File: config.mk
export PLATFORM = sky130hd
export DESIGN_NAME = ps2_host_tx
export DESIGN_NICKNAME = d
export VERILOG_FILES = /design/src/rtl/ps2_host_tx.sv
export SDC_FILE = /design/constraint.sdc
export NUM_CORES = 1
export LEC_CHECK = 0
export CAP_MARGIN = 5
export CORE_ASPECT_RATIO = 1.4
export CORE_MARGIN = 2
export CORE_UTILIZATION = 38
export DETAILED_ROUTE_END_ITERATION = 6
export HOLD_SLACK_MARGIN = 0.02
export MAX_ROUTING_LAYER = met4
export SETUP_SLACK_MARGIN = 0.05
export SLEW_MARGIN = 10
export SYNTH_ARGS = -nofsm -noshare
export SYNTH_HDL_FRONTEND = slang
export SYNTH_SLANG_ARGS = --single-unit
File: constraint.sdc
create_clock -name clk -period 5.1 [get_ports clk]
set_input_delay 1.02 -clock clk [delete_from_list [all_inputs] [get_ports clk]]
set_output_delay 1.02 -clock clk [all_outputs]
set_load 0.1 [all_outputs]
File: src/rtl/ps2_host_tx.sv
// ----------------------------------------------------------------------------
// ps2_host_tx
//
// Purpose:
//   Sends one command byte from the host to a PS/2 keyboard. The host holds
//   PS2_CLK low to inhibit the device, presents the start bit, releases the
//   clock and then shifts out 8 data bits (LSB first), odd parity and a
//   released stop bit. Each bit changes on the falling edges that the device
//   generates. The device's acknowledge bit is sampled on the 11th falling
//   edge. When both lines return high, the module reports completion.
//
// Handshake (tx_valid / tx_ready):
//   tx_ready is high only in IDLE. A byte is accepted on the rising clk edge
//   where tx_valid && tx_ready. tx_valid at any other time, including the
//   DONE/ERR cycle, is ignored and is not queued. tx_done and tx_err are
//   mutually exclusive one-cycle pulses that close every accepted transfer.
//   A reset ends a transfer silently, with no pulse.
//
// Ports:
//   clk          in   system clock, rising edge
//   rst          in   synchronous reset, active low
//   tx_data[7:0] in   command byte
//   tx_valid     in   send request
//   tx_ready     out  high in IDLE
//   ps2_clk_in   in   PS2_CLK line level (asynchronous)
//   ps2_data_in  in   PS2_DATA line level (asynchronous)
//   ps2_clk_oe   out  1 = pull PS2_CLK low
//   ps2_data_oe  out  1 = pull PS2_DATA low
//   tx_done      out  one-cycle pulse: byte sent and acknowledged
//   tx_err       out  one-cycle pulse: no acknowledge or timeout
//   busy         out  high in every state except IDLE
// ----------------------------------------------------------------------------
module ps2_host_tx #(
  parameter int INHIBIT_CYCLES = 12000,
  parameter int TIMEOUT_CYCLES = 1500000
) (
  input  logic       clk,
  input  logic       rst,
  input  logic [7:0] tx_data,
  input  logic       tx_valid,
  output logic       tx_ready,
  input  logic       ps2_clk_in,
  input  logic       ps2_data_in,
  output logic       ps2_clk_oe,
  output logic       ps2_data_oe,
  output logic       tx_done,
  output logic       tx_err,
  output logic       busy
);

  localparam int IW = (INHIBIT_CYCLES > 1) ? $clog2(INHIBIT_CYCLES + 1) : 1;
  localparam int TW = ($clog2(TIMEOUT_CYCLES + 1) > 21) ? $clog2(TIMEOUT_CYCLES + 1) : 21;
  localparam logic [IW-1:0] INH_LAST = IW'(INHIBIT_CYCLES - 1);
  localparam logic [TW-1:0] TO_LAST  = TW'(TIMEOUT_CYCLES - 1);

  typedef enum logic [2:0] {
    IDLE      = 3'd0,
    INHIBIT   = 3'd1,
    REQ       = 3'd2,
    SHIFT     = 3'd3,
    ACK       = 3'd4,
    WAIT_IDLE = 3'd5,
    DONE      = 3'd6,
    ERR       = 3'd7
  } state_t;

  state_t state;
  state_t state_nxt;

  // synchronizers; the idle line level is 1
  logic clk_s1, clk_s2, clk_prev;
  logic data_s1, data_s2;
  logic fall;

  logic [IW-1:0] inh_cnt;   // cycles spent in INHIBIT
  logic [3:0]    fall_cnt;  // falling edges seen in SHIFT
  logic [TW-1:0] to_cnt;    // cycles since leaving IDLE, saturating
  logic [7:0]    tx_byte;
  logic          parity;
  logic          data_q;    // registered data drive used during SHIFT
  logic          timeout;

  always_ff @(posedge clk) begin
    if (!rst) begin
      clk_s1   <= 1'b1;
      clk_s2   <= 1'b1;
      clk_prev <= 1'b1;
      data_s1  <= 1'b1;
      data_s2  <= 1'b1;
    end else begin
      clk_s1   <= ps2_clk_in;
      clk_s2   <= clk_s1;
      clk_prev <= clk_s2;
      data_s1  <= ps2_data_in;
      data_s2  <= data_s1;
    end
  end

  assign fall    = clk_prev & ~clk_s2;
  assign timeout = (to_cnt >= TO_LAST);

  // state register
  always_ff @(posedge clk) begin
    if (!rst) begin
      state <= IDLE;
    end else begin
      state <= state_nxt;
    end
  end

  // next state and outputs
  always_comb begin
    state_nxt   = state;
    tx_ready    = 1'b0;
    busy        = 1'b1;
    ps2_clk_oe  = 1'b0;
    ps2_data_oe = 1'b0;
    tx_done     = 1'b0;
    tx_err      = 1'b0;

    case (state)
      IDLE: begin
        tx_ready = 1'b1;
        busy     = 1'b0;
        if (tx_valid) state_nxt = INHIBIT;
      end
      INHIBIT: begin
        ps2_clk_oe = 1'b1;
        // the start bit overlaps the final inhibit cycle
        ps2_data_oe = (inh_cnt == INH_LAST);
        if (inh_cnt == INH_LAST) state_nxt = REQ;
      end
      REQ: begin
        ps2_data_oe = 1'b1;
        state_nxt   = SHIFT;
      end
      SHIFT: begin
        ps2_data_oe = data_q;
        // fall_cnt == 9 means this is the 10th fall (stop bit)
        if (fall && (fall_cnt == 4'd9)) state_nxt = ACK;
      end
      ACK: begin
        if (fall) state_nxt = data_s2 ? ERR : WAIT_IDLE;
      end
      WAIT_IDLE: begin
        if (clk_s2 && data_s2) state_nxt = DONE;
      end
      DONE: begin
        tx_done   = 1'b1;
        state_nxt = IDLE;
      end
      ERR: begin
        tx_err    = 1'b1;
        state_nxt = IDLE;
      end
      default: state_nxt = IDLE;
    endcase

    if (timeout && (state inside {INHIBIT, REQ, SHIFT, ACK, WAIT_IDLE})) begin
      state_nxt = ERR;
    end
  end

  // datapath: counters and the shift bit
  always_ff @(posedge clk) begin
    if (!rst) begin
      inh_cnt  <= '0;
      fall_cnt <= '0;
      to_cnt   <= '0;
      tx_byte  <= '0;
      parity   <= 1'b0;
      data_q   <= 1'b0;
    end else begin
      if (state == IDLE) begin
        to_cnt <= '0;
        if (tx_valid) begin
          tx_byte <= tx_data;
          parity  <= ~^tx_data;
          inh_cnt <= '0;
        end
      end else if (to_cnt != '1) begin
        to_cnt <= to_cnt + 1'b1;
      end

      if ((state == INHIBIT) && (inh_cnt != INH_LAST)) begin
        inh_cnt <= inh_cnt + 1'b1;
      end

      if (state == REQ) begin
        fall_cnt <= '0;
        data_q   <= 1'b1;  // keep the start bit until the first fall
      end

      if ((state == SHIFT) && fall) begin
        fall_cnt <= fall_cnt + 4'd1;
        if (fall_cnt < 4'd8) begin
          data_q <= ~tx_byte[fall_cnt[2:0]];
        end else if (fall_cnt == 4'd8) begin
          data_q <= ~parity;
        end else begin
          data_q <= 1'b0;  // stop bit: release the line
        end
      end
    end
  end

endmodule

==> impl_results.html <==
<table>
<tr><th>Metric</th><th>Value</th></tr>
<tr><th colspan="2">Place</th></tr>
<tr><td>Number of port buffers</td><td>18</td></tr>
<tr><td>Half-perimeter wire length after placement</td><td>approximately 4.3 mm</td></tr>
<tr><td>Inst Count DP</td><td>~460</td></tr>
<tr><td>Post-place setup slack</td><td>between 1 and 1.5 ns</td></tr>
<tr><td>Area post-placement</td><td>3168 um^2</td></tr>
<tr><td>Routability Congestion</td><td>~0.85</td></tr>
<tr><th colspan="2">Layout</th></tr>
<tr><td>Post-layout nets</td><td>388</td></tr>
<tr><td>Number of standard cells in the layout, taps in and fillers out</td><td>~470</td></tr>
<tr><td>Final Instance Area</td><td>~3400 um^2</td></tr>
<tr><td>Proportion of layout cells with a drive suffix above 1</td><td>7.200%</td></tr>
<tr><td>Area delta synth-&gt;final</td><td>16.74%</td></tr>
<tr><td>Number of antenna cells inserted</td><td>0</td></tr>
<tr><td>Finished Core Util</td><td>a little under half</td></tr>
<tr><th colspan="2">Synthesis</th></tr>
<tr><td>Flip-flop cell with the highest count after synthesis</td><td>sky130_fd_sc_hd__dfxtp_1</td></tr>
<tr><td>Leading cell types by total area after synthesis</td><td>sky130_fd_sc_hd__dfxtp_1 39%, sky130_fd_sc_hd__xnor2_1 7.5%, sky130_fd_sc_hd__nand2_1 6.0%, sky130_fd_sc_hd__a21oi_1 4.3%, sky130_fd_sc_hd__nor2_1 4.2%</td></tr>
<tr><td>Async set-or-reset flop fraction in the synthesized netlist</td><td>0%</td></tr>
<tr><td>Cell accounting for the most synthesized area</td><td>sky130_fd_sc_hd__dfxtp_1</td></tr>
<tr><td>Number of storage elements in the synthesis netlist</td><td>57</td></tr>
<tr><td>Cell with the most instances after synthesis</td><td>sky130_fd_sc_hd__dfxtp_1</td></tr>
<tr><td>Share of synthesized area occupied by flip-flops and latches</td><td>just under 40%</td></tr>
<tr><td>Share of Yosys cell area claimed by the top area cell type</td><td>around two fifths</td></tr>
<tr><td>Most common library cells after synthesis</td><td>57 x sky130_fd_sc_hd__dfxtp_1, 47 x sky130_fd_sc_hd__nand2_1, 33 x sky130_fd_sc_hd__nor2_1</td></tr>
<tr><td>Gate Count Post-Synth</td><td>355</td></tr>
<tr><td>Yosys Warn Count</td><td>0</td></tr>
<tr><td>Area of the mapped netlist</td><td>2923 um^2</td></tr>
<tr><td>Number of nets produced by synthesis</td><td>373</td></tr>
<tr><td>Synth unique cells</td><td>50</td></tr>
<tr><td>Post-Syn Area per Cell</td><td>roughly 8 um^2</td></tr>
<tr><td>Post-synth EDFFs</td><td>0</td></tr>
<tr><th colspan="2">Detailed routing</th></tr>
<tr><td>Overall routed net length</td><td>roughly 6.1 mm</td></tr>
<tr><td>Violation count after the first detailed-routing iteration</td><td>156</td></tr>
<tr><td># DRC</td><td>0</td></tr>
<tr><td>Post-detailed-route wirelength per cell</td><td>12.96 um</td></tr>
<tr><td>Total vias in the final route</td><td>2459</td></tr>
<tr><td>Remaining antenna violation count</td><td>0</td></tr>
<tr><td>Number of iterations in the first detailed-routing pass</td><td>4</td></tr>
<tr><td>Detail-routed via count per cell</td><td>roughly 5.2</td></tr>
<tr><th colspan="2">Timing</th></tr>
<tr><td>Worst Max-Slew Pin Slew</td><td>0.9898 ns</td></tr>
<tr><td>Highest clock rate</td><td>~250 MHz</td></tr>
<tr><td>Slew HR</td><td>33.66%</td></tr>
<tr><td>Worst setup skew after layout</td><td>between 0.01 and 0.015 ns</td></tr>
<tr><td>Hold violation total from the final report</td><td>0</td></tr>
<tr><td>Crit path time final</td><td>roughly 4 ns</td></tr>
<tr><td>Setup WS post-layout</td><td>around 1.0 ns</td></tr>
<tr><td>Unrepaired setup endpoints after global routing</td><td>false</td></tr>
<tr><td>Final-report setup violation count</td><td>0</td></tr>
<tr><td>TNS Setup</td><td>0 ns</td></tr>
<tr><td>Period utilization</td><td>~79%</td></tr>
<tr><td>Count of final max-slew check failures</td><td>0</td></tr>
<tr><th colspan="2">Die</th></tr>
<tr><td>Initial Utilization</td><td>roughly two fifths</td></tr>
<tr><td>Rows</td><td>37</td></tr>
<tr><td>I/O pins</td><td>19</td></tr>
<tr><td>Area of the core</td><td>~7400 um^2</td></tr>
<tr><td>Die Height</td><td>around 110 um</td></tr>
<tr><td>Area of the die</td><td>8419 um^2</td></tr>
<tr><td>DIE WIDTH</td><td>slightly below 80 um</td></tr>
<tr><th colspan="2">Power and ir drop</th></tr>
<tr><td>Leakage power of the design</td><td>about 1.1 nW</td></tr>
<tr><td>Power density over the cells</td><td>around 340 nW/um^2</td></tr>
<tr><td>Peak supply drop</td><td>about 0.16 mV</td></tr>
<tr><td>Combinational fraction of design power</td><td>~15%</td></tr>
<tr><td>Share of total power in the clock network</td><td>roughly 44%</td></tr>
<tr><td>Sequential fraction of design power</td><td>between 40% and 50%</td></tr>
<tr><td>Internal Pwr Total</td><td>852.9 uW</td></tr>
<tr><td>Switching component of the power</td><td>~320 uW</td></tr>
<tr><td>Net switching fraction of the power</td><td>between 20% and 30%</td></tr>
<tr><th colspan="2">Clock network</th></tr>
<tr><td>CTS tree</td><td>yes</td></tr>
<tr><td>Clock slew at the register clock pins of the worst setup and hold paths</td><td>0.07 ns</td></tr>
<tr><td>Number of H-tree levels</td><td>3</td></tr>
<tr><td>Insertion delay of the later-clocked pin in the worst-skew pair</td><td>0.34 ns</td></tr>
<tr><td>Post-CTS sizing</td><td>0</td></tr>
<tr><td>Buffer depth of the longest clock path</td><td>2</td></tr>
<tr><td>Hold bufs inserted after CTS</td><td>0</td></tr>
<tr><td>Master cell of the clock root buffer</td><td>sky130_fd_sc_hd__clkbuf_8</td></tr>
<tr><td>Postcts setup bufs</td><td>0</td></tr>
<tr><td>Total CTS buffers</td><td>9</td></tr>
<tr><td>Clock Sinks</td><td>57</td></tr>
<tr><th colspan="2">Setup path</th></tr>
<tr><td>Register-to-Register Path Depth</td><td>6</td></tr>
<tr><td>CP endpoint kind</td><td>primary output</td></tr>
<tr><td>Required time worst endpoint</td><td>between 4 and 5 ns</td></tr>
<tr><td>Minimum setup slack among reg-to-reg paths</td><td>~2.4 ns</td></tr>
<tr><td>Launching element of the worst setup path</td><td>inh_cnt[0]$_SDFFE_PN0P_</td></tr>
<tr><td>Worst r2r src</td><td>to_cnt[0]$_SDFFE_PP0P_</td></tr>
<tr><td>Category of the worst setup path launch point</td><td>flop</td></tr>
<tr><td>Setup crit end</td><td>ps2_data_oe</td></tr>
<tr><td>Crit path kind</td><td>flop to primary output</td></tr>
<tr><td>Crit Reg-Reg Endpoint</td><td>to_cnt[14]$_SDFFE_PP0P_</td></tr>
<tr><td>Arrival time worst endpoint</td><td>approximately 3.0 ns</td></tr>
<tr><td>Maximum fanout encountered on the critical timing path</td><td>7</td></tr>
<tr><th colspan="2">Global route</th></tr>
<tr><td>Combined global-route utilization of all metal layers</td><td>between 15 and 20%</td></tr>
<tr><td>First-pass GRT wire length</td><td>approximately 10 mm</td></tr>
<tr><td>Congestion Overflow GR</td><td>0</td></tr>
<tr><td>Number of global-route vias before repair</td><td>roughly 2300</td></tr>
<tr><td>Maximum number of pins on one net before global-route repair</td><td>23</td></tr>
<tr><td>Antenna violations before repair</td><td>0</td></tr>
<tr><th colspan="2">Status</th></tr>
<tr><td>Status</td><td>finished, final reports clean</td></tr>
<tr><th colspan="2">Worst hold path</th></tr>
<tr><td>Tightest Hold Check Type</td><td>flop to flop</td></tr>
<tr><th colspan="2">Flow run</th></tr>
<tr><td>Number of max-cap violations</td><td>0</td></tr>
</table>
==> logic make-up after synthesis <==
kind of cell,count (synthesis),synth area share (%)
simple gates,163,29.32
compound gates,65,14.43
flops,57,39.04
buf+inv,33,4.366
xor+xnor,27,8.091
mux,5,2.611
fa+ha+maj,5,2.140
==> power groups by stage <==
stage	sequential (mW)	clock, mW	combinational [mW]
detailed placement	0.488	0	0.178
CTS	0.478	0.534	0.179
finish	0.478	0.519	0.176
global placement	0.487	0	0.178
floorplan	0.479	0	0.142
global route	0.481	0.552	0.193
==> worst min path at each step <==
stage	start	end	slack, ns	depth (start not counted)
6_report	clk_s1$_SDFF_PN1_	clk_s2$_SDFF_PN1_	0.41	1
5_1_grt	clk_s1$_SDFF_PN1_	clk_s2$_SDFF_PN1_	0.42	1
3_5_place_dp	clk_s1$_SDFF_PN1_	clk_s2$_SDFF_PN1_	0.40	1
2_1_floorplan	clk_s1$_SDFF_PN1_	clk_s2$_SDFF_PN1_	0.39	1
4_1_cts	clk_s1$_SDFF_PN1_	clk_s2$_SDFF_PN1_	0.41	1
3_3_place_gp	data_s1$_SDFF_PN1_	data_s2$_SDFF_PN1_	0.39	1
==> cell usage in the layout, fill, tap and decap left out, drive strengths merged, types with 6 or more instances in the layout <==
| master | Yosys | routed |
|---|---|---|
| nand2b | 9 | 9 |
| dfxtp | 57 | 57 |
| nor2 | 33 | 33 |
| a21oi | 25 | 25 |
| nand2 | 47 | 47 |
| xnor2 | 25 | 25 |
| clkbuf | 11 | 11 |
| nand4 | 6 | 6 |
| nand3 | 19 | 19 |
| inv | 18 | 18 |
| clkdlybuf4s50 | 0 | 18 |
| a31oi | 6 | 6 |
| o21ai | 9 | 9 |
| a211oi | 10 | 10 |
| nor3 | 15 | 15 |
| nor4 | 7 | 7 |
==> metal layers <==
layer / GRT usage [%] / routed length (um) / up-vias
met5: - / 0 / -
met4: 9.148 / 115 / 0
met3: 3.440 / 219 / 13
met2: 26.91 / 3079 / 35
met1: 17.56 / 2703 / 1134
li1: - / - / 1277
==> cell type report <==
class                   count  area (um^2)
inverters                  19        71.32
fillers                   748         3995
clock buffers              11        141.4
flip-flops and latches     57         1141
multi-input cells         265         1654
well taps                  97        121.4
repair buffers             18        180.2
clock inverters             5        102.6
==> sequential cells by signal, summed over array words and instances, names as in the netlist <==
register,count
clk_s1,1
inh_cnt,14
to_cnt,21
state,3
data_s1,1
clk_prev,1
parity,1
tx_byte,8
clk_s2,1
fall_cnt,4
data_q,1
data_s2,1
==> metrics by stage <==
stage | hold slack, ns | power (mW)
6_report | 0.4081 | 1.174
5_1_grt | 0.4229 | 1.225
4_1_cts | 0.4132 | 1.191
3_5_place_dp | 0.3964 | 0.6660
3_3_place_gp | 0.3916 | 0.6653
2_1_floorplan | 0.3863 | 0.6211
==> critical path: stages, from the launching register on <==
cell and delay [ns]:
sky130_fd_sc_hd__dfxtp_1 0.38, sky130_fd_sc_hd__ha_1 0.22, sky130_fd_sc_hd__nand3_1 0.22, sky130_fd_sc_hd__nor4_4 0.49, sky130_fd_sc_hd__a31oi_1 0.14, sky130_fd_sc_hd__nor2_1 0.10
sky130_fd_sc_hd__clkdlybuf4s50_1 1.15
No activity file was read; power rests on OpenSTA's default activity.
